## src/rtl/stopwatch_core_p.sv

```systemverilog
// Single-clock MM:SS stopwatch/timer core with count-up/down, preset, lap hold and expiry flag.
// The count and lap snapshot are kept as four BCD digits {min10, min1, sec10, sec1}.
module stopwatch_core_p #(
    parameter int unsigned MAX_MIN    = 59,
    parameter int unsigned PRESET_MIN = 5,
    parameter int unsigned PRESET_SEC = 0
) (
    input  logic       clk,
    input  logic       rst_n,
    input  logic       tick_run,
    input  logic       tick_adj,
    input  logic       clr,
    input  logic       pause_tgl,
    input  logic       lap_tgl,
    input  logic       adj,
    input  logic       sel,
    input  logic       dir,
    output logic [3:0] min10,
    output logic [3:0] min1,
    output logic [3:0] sec10,
    output logic [3:0] sec1,
    output logic       running,
    output logic       lap_active,
    output logic       expired
);

    localparam logic [7:0]  MaxMinBcd = {4'(MAX_MIN / 10), 4'(MAX_MIN % 10)};
    localparam logic [7:0]  MaxSecBcd = 8'h59;
    localparam logic [15:0] PresetBcd = {4'(PRESET_MIN / 10), 4'(PRESET_MIN % 10),
                                         4'(PRESET_SEC / 10), 4'(PRESET_SEC % 10)};

    logic [15:0] cnt_q, cnt_d;
    logic [15:0] snap_q, snap_d;
    logic        running_q, running_d;
    logic        lap_q, lap_d;
    logic        expired_q, expired_d;

    logic [7:0]  cnt_min, cnt_sec;
    logic        cnt_zero;

    // Two-digit BCD increment, wrapping to 00 after lim.
    function automatic logic [7:0] bcd_inc(input logic [7:0] v, input logic [7:0] lim);
        if (v == lim) begin
            return 8'h00;
        end
        if (v[3:0] == 4'd9) begin
            return {v[7:4] + 4'd1, 4'd0};
        end
        return {v[7:4], v[3:0] + 4'd1};
    endfunction

    // Two-digit BCD decrement; callers never pass 00.
    function automatic logic [7:0] bcd_dec(input logic [7:0] v);
        if (v[3:0] == 4'd0) begin
            return {v[7:4] - 4'd1, 4'd9};
        end
        return {v[7:4], v[3:0] - 4'd1};
    endfunction

    assign cnt_min  = cnt_q[15:8];
    assign cnt_sec  = cnt_q[7:0];
    assign cnt_zero = (cnt_q == 16'h0000);

    always_comb begin
        cnt_d     = cnt_q;
        snap_d    = snap_q;
        running_d = running_q;
        lap_d     = lap_q;
        expired_d = expired_q;

        if (clr) begin
            cnt_d     = dir ? PresetBcd : 16'h0000;
            running_d = 1'b0;
            lap_d     = 1'b0;
            expired_d = 1'b0;
        end else begin
            if (pause_tgl) begin
                expired_d = 1'b0;
                // A finished count-down cannot be restarted from 00:00.
                running_d = ~running_q & ~(dir & cnt_zero);
            end

            if (lap_tgl) begin
                lap_d = ~lap_q;
                if (!lap_q) begin
                    snap_d = cnt_q;
                end
            end

            if (adj) begin
                if (tick_adj) begin
                    expired_d = 1'b0;
                    if (!sel) begin
                        cnt_d[15:8] = bcd_inc(cnt_min, MaxMinBcd);
                    end else begin
                        cnt_d[7:0] = bcd_inc(cnt_sec, MaxSecBcd);
                    end
                end
            end else if (running_q && tick_run) begin
                if (!dir) begin
                    cnt_d[7:0] = bcd_inc(cnt_sec, MaxSecBcd);
                    if (cnt_sec == MaxSecBcd) begin
                        cnt_d[15:8] = bcd_inc(cnt_min, MaxMinBcd);
                    end
                end else if (cnt_zero || cnt_q == 16'h0001) begin
                    // Reaching (or sitting at) 00:00 while counting down expires; overrides pause.
                    cnt_d     = 16'h0000;
                    running_d = 1'b0;
                    expired_d = 1'b1;
                end else if (cnt_sec == 8'h00) begin
                    cnt_d = {bcd_dec(cnt_min), MaxSecBcd};
                end else begin
                    cnt_d[7:0] = bcd_dec(cnt_sec);
                end
            end
        end
    end

    always_ff @(posedge clk or negedge rst_n) begin
        if (!rst_n) begin
            cnt_q     <= 16'h0000;
            snap_q    <= 16'h0000;
            running_q <= 1'b0;
            lap_q     <= 1'b0;
            expired_q <= 1'b0;
        end else begin
            cnt_q     <= cnt_d;
            snap_q    <= snap_d;
            running_q <= running_d;
            lap_q     <= lap_d;
            expired_q <= expired_d;
        end
    end

    assign {min10, min1, sec10, sec1} = lap_q ? snap_q : cnt_q;
    assign running    = running_q;
    assign lap_active = lap_q;
    assign expired    = expired_q;

endmodule
```

## config.mk

```make
export PLATFORM = sky130hd
export DESIGN_NAME = stopwatch_core_p
export DESIGN_NICKNAME = d
export VERILOG_FILES = /design/src/rtl/stopwatch_core_p.sv
export SDC_FILE = /design/constraint.sdc
export NUM_CORES = 1
export LEC_CHECK = 0
export ABC_CLOCK_PERIOD_IN_PS = 2670
export BUFFER_PORTS_ARGS = -buffer_cell sky130_fd_sc_hd__buf_2
export CAP_MARGIN = 20
export CORE_MARGIN = 1.5
export CORE_UTILIZATION = 59
export DETAILED_ROUTE_END_ITERATION = 12
export GPL_ROUTABILITY_DRIVEN = 0
export PLACE_DENSITY = 0.8
export SLEW_MARGIN = 20
export SYNTH_ARGS = -nofsm -noshare
export SYNTH_HDL_FRONTEND = slang
export SYNTH_SLANG_ARGS = --single-unit
```

## constraint.sdc

```tcl
create_clock -name clk -period 2.67 [get_ports clk]
set_input_delay 0.534 -clock clk [delete_from_list [all_inputs] [get_ports clk]]
set_output_delay 0.534 -clock clk [all_outputs]
set_load 0.05 [all_outputs]
```

==> flow_results.org, run 1 <==
** Detailed routing
- For this run, design rule violations remaining after detail routing come to 0.
- For this block, the initial DRC count from the detailed router was 223.
- Dividing the detail-routed wire length by the instance count gives 16.46 microns.
- For this run, the detailed router's first-pass iteration total came to 5.
- Using the TritonRoute via totals, the vias-per-cell ratio works out to 6.149.
- Summed over all layers, the routed wires come to 5860 microns.
- Detail Route Antenna Nets :: 0
- Vias after detailed routing :: 2189

** Run
- Across the run, the number of max-cap violations was 0.

** Layout
- Relative to the synthesized area, the layout overhead comes to 9.619%.
- The filler cells instantiated in the layout total 343.
- In the final layout, the share of cells above drive strength 1 is 28.10%.
- In the final layout, flip-flops and latches occupy 875.8 sq um.
- Count of nets after finishing :: 329
- The number of antenna diodes in the final layout is 0.
- In the final layout, the multi-input gates occupy 0.001518 sq mm.

** Worst hold path
- The worst hold path belongs to the class primary input to asynchronous set/reset pin.

** Worst setup path
- In this run the critical register-to-register path is launched from cnt_q[5]$_DFFE_PN0P_.
- In this run the critical register-to-register path is captured at cnt_q[2]$_DFFE_PN0P_.
- STA classifies the critical path startpoint as a flip-flop.
- Largest fanout on the critical path :: 10
- Arrival @ worst endpoint :: 2.67 ns
- Counting cells, the worst reg-to-reg path comes to 7.
- The worst setup path is of the flip-flop to flip-flop kind.
- Minimum setup slack among reg-to-reg paths :: 0.19 ns
- For the worst setup path, the data required time is 2.86 ns.
- Endpoint kind of the worst setup timing path :: flip-flop

** Timing
- Headroom to the max-slew limit :: 43.27%
- Setup repair after global routing left no endpoint under its margin.
- The worst path in the final design needs a cycle of 2.479 ns, including I/O delays and setup.
- Post-route clock period utilization :: 92.83%
- Worst-margin pin slew :: 0.8509 ns
- For this run, the top clock speed supported by timing is 403.4 MHz.
- The total count of hold-check failures in the final report was 0.
- Total negative setup slack :: 0 ns
- Across the routed clock network, the largest skew measured is 0.004388 ns.
- Setup violation total in the final timing report :: 0
- Setup slack of the critical path after layout :: 0.1913 ns
- Final Slew Violations :: 0

** Placed design
- Input/output buffers :: 28
- Post-Place Setup Slack :: 0.2286 ns
- Detailed placement ended at an HPWL of 4175 microns.

** Global route
- Wire length of the first global-routing pass :: 9315 microns
- Global routing consumed, over all layers together, 26.87% of the routing resources.
- Largest net degree at the start of global routing :: 36
- Grt total ovfl :: 0
- The via count of the first global-routing pass was 1963.
- The number of antenna violations at the first check in global routing came to 0.

** Logic synthesis
- Syn avg cell area :: 9.352 sq um
- Post-Synthesis Net Count :: 298
- Count of state elements after synthesis :: 35
- Number of distinct library cells after synthesis :: 63
- Number of flops mapped to enable cells by yosys :: 0
- Of all flip-flops after synthesis, the portion carrying an async set or reset was 100.0%.
- Cell area after synthesis :: 0.002562 sq mm
- Sequential-to-total area share from yosys stat :: 34.18%
- During synthesis, Yosys emitted a total of 0 warnings.
- Synthesis handed over a netlist of 274 instances.
- Main flop type after synthesis :: dfrtp_1

** Floorplanning
- Measured along the y axis, the die boundary spans 68.90 microns.
- Measured along the x axis, the die boundary spans 68.90 microns.
- Starting density of the core :: 62.71%
- Num ports :: 29
- The die covers 0.004747 sq mm.
- The core region is 0.004086 sq mm.
- The floorplan has 23 rows.

** Clocking
- Post-cts sizing count :: 0
- CTS Root Cell :: clkbuf_8
- Number of buffers on the longest clock path :: 2
- TritonCTS built the clock tree.
- The H-tree was split into 2 levels.
- After clock tree synthesis, the clock-pin slew on the worst setup and hold paths is 0.08 ns.
- Number of hold buffers added after CTS :: 0
- Counting the buffers created by CTS gives 5.
- Counting every sink on the clock net gives 35.
- In this run the post-CTS setup repair buffer count came out at 0.
- Worst skew pair latency :: 0.29 ns

** Pwr
- Power spread over the standard cell area amounts to 752.5 mW/mm^2.
- VDD IR max :: 0.0005598 V
- For this design the static power due to leakage is 1.258 nW.

** Run status
- Status :: complete, no violations
-- layout by cell type, fill, tap and decap left out, types with 2 or more instances in the layout --
cell type,instances
a32o_1,2
and2_1,2
mux2_2,25
a22o_1,2
nand3_1,9
dfrtp_1,35
nand2_1,35
a31oi_1,5
o31ai_1,5
a21oi_1,7
clkbuf_8,5
o21ai_0,17
ha_1,14
nor3_1,13
buf_4,12
nand3b_1,3
nor2_1,16
nand2b_1,4
nor2b_1,3
buf_2,28
o31a_1,2
o211ai_1,4
a32oi_1,2
inv_1,10
a2111oi_0,2
o21ai_1,5
-- area by class of cell --
type | instances | share of cell area [%]
clock buffers | 6 | 2.584
clock inverters | 2 | 0.4454
inverters | 10 | 1.336
multi-input cells | 213 | 54.03
flip-flops and latches | 35 | 31.18
well taps | 50 | 2.227
repair buffers | 40 | 8.196
-- layer usage --
metal / part of all wire (%) / global-route usage, %
met1: 47 / 39.61
met3: 7.3 / 4.708
met4: 1.4 / 10.54
met5: 0 / 0
met2: 45 / 39.06
-- synthesized netlist by cell type, drive strengths merged, types with 2 or more instances --
master	number	area share, %
a2111oi	2	0.68
a211o	3	1.4
a21oi	8	1.7
a22o	2	0.68
a31oi	5	1.2
a32o	2	0.78
a32oi	2	0.68
and2	3	0.78
buf	6	2.5
clkbuf	10	2.6
dfrtp	35	34
ha	14	6.8
inv	10	1.5
mux2	25	11
nand2	36	5.4
nand2b	5	1.5
nand3	9	1.8
nand3b	3	0.88
nor2	17	3.1
nor2b	3	0.73
nor3	13	2.5
nor3b	3	1.5
o211ai	4	1.2
o21ai	22	4.3
o31a	2	0.68
o31ai	5	1.5
or3b	2	0.78
-- logic make-up after synthesis --
group | Yosys count | synth area share, %
fa+ha+maj | 14 | 6.836
simple gates | 101 | 21.19
flops | 35 | 34.18
compound gates | 71 | 19.48
mux | 26 | 11.38
xor+xnor | 1 | 0.3419
buf+inv | 26 | 6.592
-- critical path, cell delays in order, from the launching register on --
cell      delay [ns]
dfrtp_1         0.43
inv_1           0.20
ha_1            0.21
nor3b_2         0.27
o211ai_1        0.17
o21ai_1         0.57
o221ai_1        0.24
a32o_1          0.28
-- registers in the layout, indices dropped and copies added, names as in the netlist --
signal / count
cnt_q: 16
snap_q: 16
expired: 1
lap_active: 1
running: 1
-- through the flow --
stage          util (%)  instances  power (mW)  instance area, sq um  hold slack, ns
2_1_floorplan         -        274       1.533                  2562          0.2384
6_report          68.74        356       2.114                  2809          0.3171
3_5_place_dp      66.66        348       1.718                  2724          0.4934
5_1_grt           68.74        356       2.226                  2809          0.3936
4_1_cts           68.74        356       2.106                  2809          0.3506
3_3_place_gp      66.66        348       1.689                  2724          0.4817
-- worst max path at each step --
stage | start | endpoint | slack (ns) | cells after the start
finish | cnt_q[5]$_DFFE_PN0P_ | cnt_q[2]$_DFFE_PN0P_ | 0.19 | 7
detailed placement | cnt_q[5]$_DFFE_PN0P_ | cnt_q[15]$_DFFE_PN0P_ | 0.23 | 8
global route | cnt_q[5]$_DFFE_PN0P_ | cnt_q[11]$_DFFE_PN0P_ | 0.03 | 8
CTS | cnt_q[5]$_DFFE_PN0P_ | cnt_q[15]$_DFFE_PN0P_ | 0.21 | 8
floorplan | lap_active$_DFFE_PN0P_ | min10[0] | 0.009 | 3
global placement | cnt_q[8]$_DFFE_PN0P_ | cnt_q[15]$_DFFE_PN0P_ | 0.30 | 8
-- report_power, final --
part	leakage, nW	total [mW]	switching (mW)	internal [mW]
combinational	0.757	0.947	0.585	0.362
clock	0.0412	0.386	0.204	0.182
sequential	0.460	0.781	0.142	0.639
(Power assumes the default switching activity.)
==> run 2, diff against run 1 <==
PLACE_DENSITY = 0.76   (was 0.8)
==> flow_results.org, run 2 (synthesis gave the netlist of run 1 again) <==
** Global route
- The overall track demand over capacity in global routing is 27.11% (was 26.87%).
- Grt total ovfl :: 0 (unchanged)
- Wire length of the first global-routing pass :: 9528 microns (was 9315 microns)
- Number of global-route vias before repair :: 2004 (was 1963)
- Largest net degree at the start of global routing :: 36 (unchanged)
- The number of antenna violations at the first check in global routing came to 0 (unchanged).

** Pwr
- Fraction of power consumed by sequential logic :: 35.9% (was 36.9%)
- Total power consumption of the routed design :: 2.157 mW (was 2.114 mW)
- The net switching power figure is 0.9207 mW (was 0.9306 mW).
- The clock share of power is 20.3% (was 18.3%).
- Power density over cell area :: 759.8 mW/mm^2 (was 752.5 mW/mm^2)
- The fraction of power spent switching nets was 42.68% (was 44.03%).
- The portion of total power attributed to combinational logic came to 43.8% (was 44.8%).
- The peak supply drop came to 0.0005472 V (was 0.0005598 V).
- The cell-internal power was 1.236 mW (was 1.183 mW).
- Total leakage power :: 1.273 nW (was 1.258 nW)

** Detailed routing
- The via count normalized by instance count came to 6.123 (was 6.149).
- Post-detailed-route DRC marker count :: 0 (unchanged)
- Met3 wire length :: 378 microns (was 429 microns)
- The routed wire length is 5856 microns (was 5860 microns).
- The post-route antenna net violation count was 0 (unchanged).
- Violation count after the first detailed-routing iteration :: 159 (was 223)
- Detailed-routed wire length on met2 :: 2652 microns (was 2608 microns)
- The wire length the detailed router placed on met1 is 2761 microns (was 2742 microns).
- The highest routing layer actually used is met4 (unchanged).
- Vias after detailed routing :: 2186 (was 2189)
- The first-pass iteration count of the detailed router is 5 (unchanged).
- DR WL/cell :: 16.40 microns (was 16.46 microns)

** Clocking
- The clock-pin slew reported for the worst setup and hold paths after clock tree synthesis was 0.08 ns (about the same).
- Clock tree from TritonCTS :: built (unchanged)
- CTS Buf Count :: 5 (unchanged)
- The number of H-tree levels is 2 (unchanged).
- Worst skew pair latency :: 0.29 ns (about the same)
- The count of clock tree sinks came to 35 (unchanged).
- Buffers inserted during post-CTS setup optimization :: 0 (unchanged)
- Number of hold buffers added after CTS :: 0 (unchanged)
- Number of buffers on the longest clock path :: 2 (unchanged)
- CTS Root Cell :: clkbuf_8 (unchanged)

** Timing
- Post-route clock period utilization :: 92.89% (was 92.83%)
- Final Slew Violations :: 0 (unchanged)
- The actual slew at the worst max-slew pin came to 0.8456 ns (was 0.8509 ns).
- The worst slew margin relative to its limit came to 43.63% (was 43.27%).
- The minimum period implied by the final worst setup slack came to 2.480 ns (was 2.479 ns).
- Number of hold-slack violations in the final timing report :: 0 (unchanged)
- Setup violation total in the final timing report :: 0 (unchanged)
- The worst hold slack came to 0.3153 ns (was 0.3171 ns).
- RSZ-0062 raised after global routing :: false (unchanged)
- The clock skew after layout is 0.004984 ns (was 0.004388 ns).
- The fmax was 403.2 MHz (was 403.4 MHz).
- Total negative setup slack :: 0 ns (unchanged)

** Layout
- The number of antenna cells inserted came to 0 (unchanged).
- The total area of multi-input combinational cells came to 0.001521 sq mm (was 0.001518 sq mm).
- Register cell area after layout :: 875.8 sq um (unchanged)
- The final standard cell count with taps included and fillers excluded is 357 (was 356).
- Largest registers in the final layout: cnt_q: 16 flops, snap_q: 16 flops (unchanged).
- Count of nets after finishing :: 330 (was 329)
- Most frequent cells in the layout: nand2_1, dfrtp_1, buf_2, mux2_2, o21ai_0 (unchanged).
- Fraction of final layout cells sized beyond drive strength 1 :: 28.99% (was 28.10%)
- The area added between synthesis and finish is 10.79% (was 9.619%).
- The total of fill cells in the finished design was 344 (was 343).
- Final core utilization :: 69.47% (was 68.74%)

** Run
- Max Cap Violations :: 0 (unchanged)

** Run status
- Status: complete, no violations (unchanged).

** Placed design
- Total instance count after detailed placement :: 349 (was 348)
- Post-DP HPWL :: 4178 microns (was 4175 microns)
- Input/output buffers :: 28 (unchanged)

** Worst setup path
- The endpoint required time on the critical path came to 2.89 ns (was 2.86 ns).
- Largest fanout on the critical path :: 8 (was 10)
- Buf+Inv Stages, Crit Path :: 2 (was 1)
- Worst setup SP type :: flip-flop (unchanged)
- Critical-path cell with the highest stage delay :: or4b_1 (was o21ai_1)
- The kind of cell adding the most delay to the critical path was simple AND/OR/NAND/NOR gates (was compound AO/OA/AOI/OAI gates).
- Launching instance or port of the critical path :: cnt_q[8]$_DFFE_PN0P_ (was cnt_q[5]$_DFFE_PN0P_)
- The minimum setup slack among reg-to-reg paths is 0.19 ns (about the same).
- Maximum cell stage delay along the critical path :: 0.51 ns (was 0.57 ns)
- The reg-to-reg startpoint is cnt_q[8]$_DFFE_PN0P_ (was cnt_q[5]$_DFFE_PN0P_).
- The type of element capturing the critical path was a flip-flop (unchanged).
- Critical path, cell by cell :: inv_1 > ha_1 > nor3b_4 > buf_4 > nand2_1 > a2111oi_0 > a211oi_1 > or4b_1 > nand3_1 (was inv_1 > ha_1 > nor3b_2 > o211ai_1 > o21ai_1 > o221ai_1 > a32o_1)
- Arrival @ worst endpoint :: 2.70 ns (was 2.67 ns)
- Classification of the worst setup path :: flip-flop to flip-flop (unchanged)

** Floorplanning
- Die width :: 68.90 microns (unchanged)
- The initial core utilization was 62.71% (unchanged).
- The floorplan die area was 0.004747 sq mm (unchanged).
- The vertical extent of the die was 68.90 microns (unchanged).
- The count of standard-cell rows came to 23 (unchanged).
- Num ports :: 29 (unchanged)
- The core region area was 0.004086 sq mm (unchanged).

** Worst hold path
- The class of the tightest hold or removal check is primary input to asynchronous set/reset pin (unchanged).
-- run 2: cell types whose count changed in the layout (fill, tap and decap cells not counted) --
cell      change
buf_4         +1
clkbuf_8      +2
clkbuf_1      -1
o21ai_2       +1
clkinv_2      -1
o21ai_1       -1
-- run 2: layout make-up --
cell class / instances / share of cell area, %
clock buffer: 7 / 3.394
clock inverter: 1 / 0.2644
inverter: 10 / 1.322
multi-input combinational: 213 / 53.59
sequential: 35 / 30.85
tap: 50 / 2.204
timing repair buffer: 41 / 8.374
-- run 2: stage by stage --
| stage | cell area, sq um | worst slack [ns] |
|---|---|---|
| 6_report | 2839 | 0.1898 |
| 5_1_grt | 2839 | 0.03554 |
| 4_1_cts | 2835 | 0.2140 |
| 3_5_place_dp | 2731 | 0.2402 |
| 3_3_place_gp | 2731 | 0.2878 |
| 2_1_floorplan | 2562 | 0.009039 |
-- run 2: final timing paths --
check,endpoint,depth (start not counted)
min reg2reg,snap_q[6]$_DFFE_PN0P_,1
max reg2reg,cnt_q[15]$_DFFE_PN0P_,9
max in group asynchronous,snap_q[2]$_DFFE_PN0P_,1
min,expired$_DFF_PN0_,1
min in group clk,expired$_DFF_PN0_,2
max,cnt_q[15]$_DFFE_PN0P_,9
-- run 2: power by group through the flow --
stage	registers (mW)	logic, mW	clock network, mW
2_1_floorplan	0.725	0.809	0
3_3_place_gp	0.771	0.924	0
3_5_place_dp	0.784	0.931	0
4_1_cts	0.773	0.939	0.447
5_1_grt	0.792	1.03	0.469
6_report	0.775	0.944	0.438
-- run 2: routing by layer --
layer | GRT usage [%] | vias to the layer above
li1 | - | 1065
met1 | 38.40 | 1031
met2 | 41.35 | 83
met3 | 5.032 | 7
met4 | 9.804 | 0
met5 | 0 | -
-- run 2: repair_timing --
| action | 4_1_cts | 5_1_grt |
|---|---|---|
| hold endpoints to repair | 0 | 0 |
| resized for setup | 0 | 1 |
| endpoints found under the setup margin | 0 | 3 |
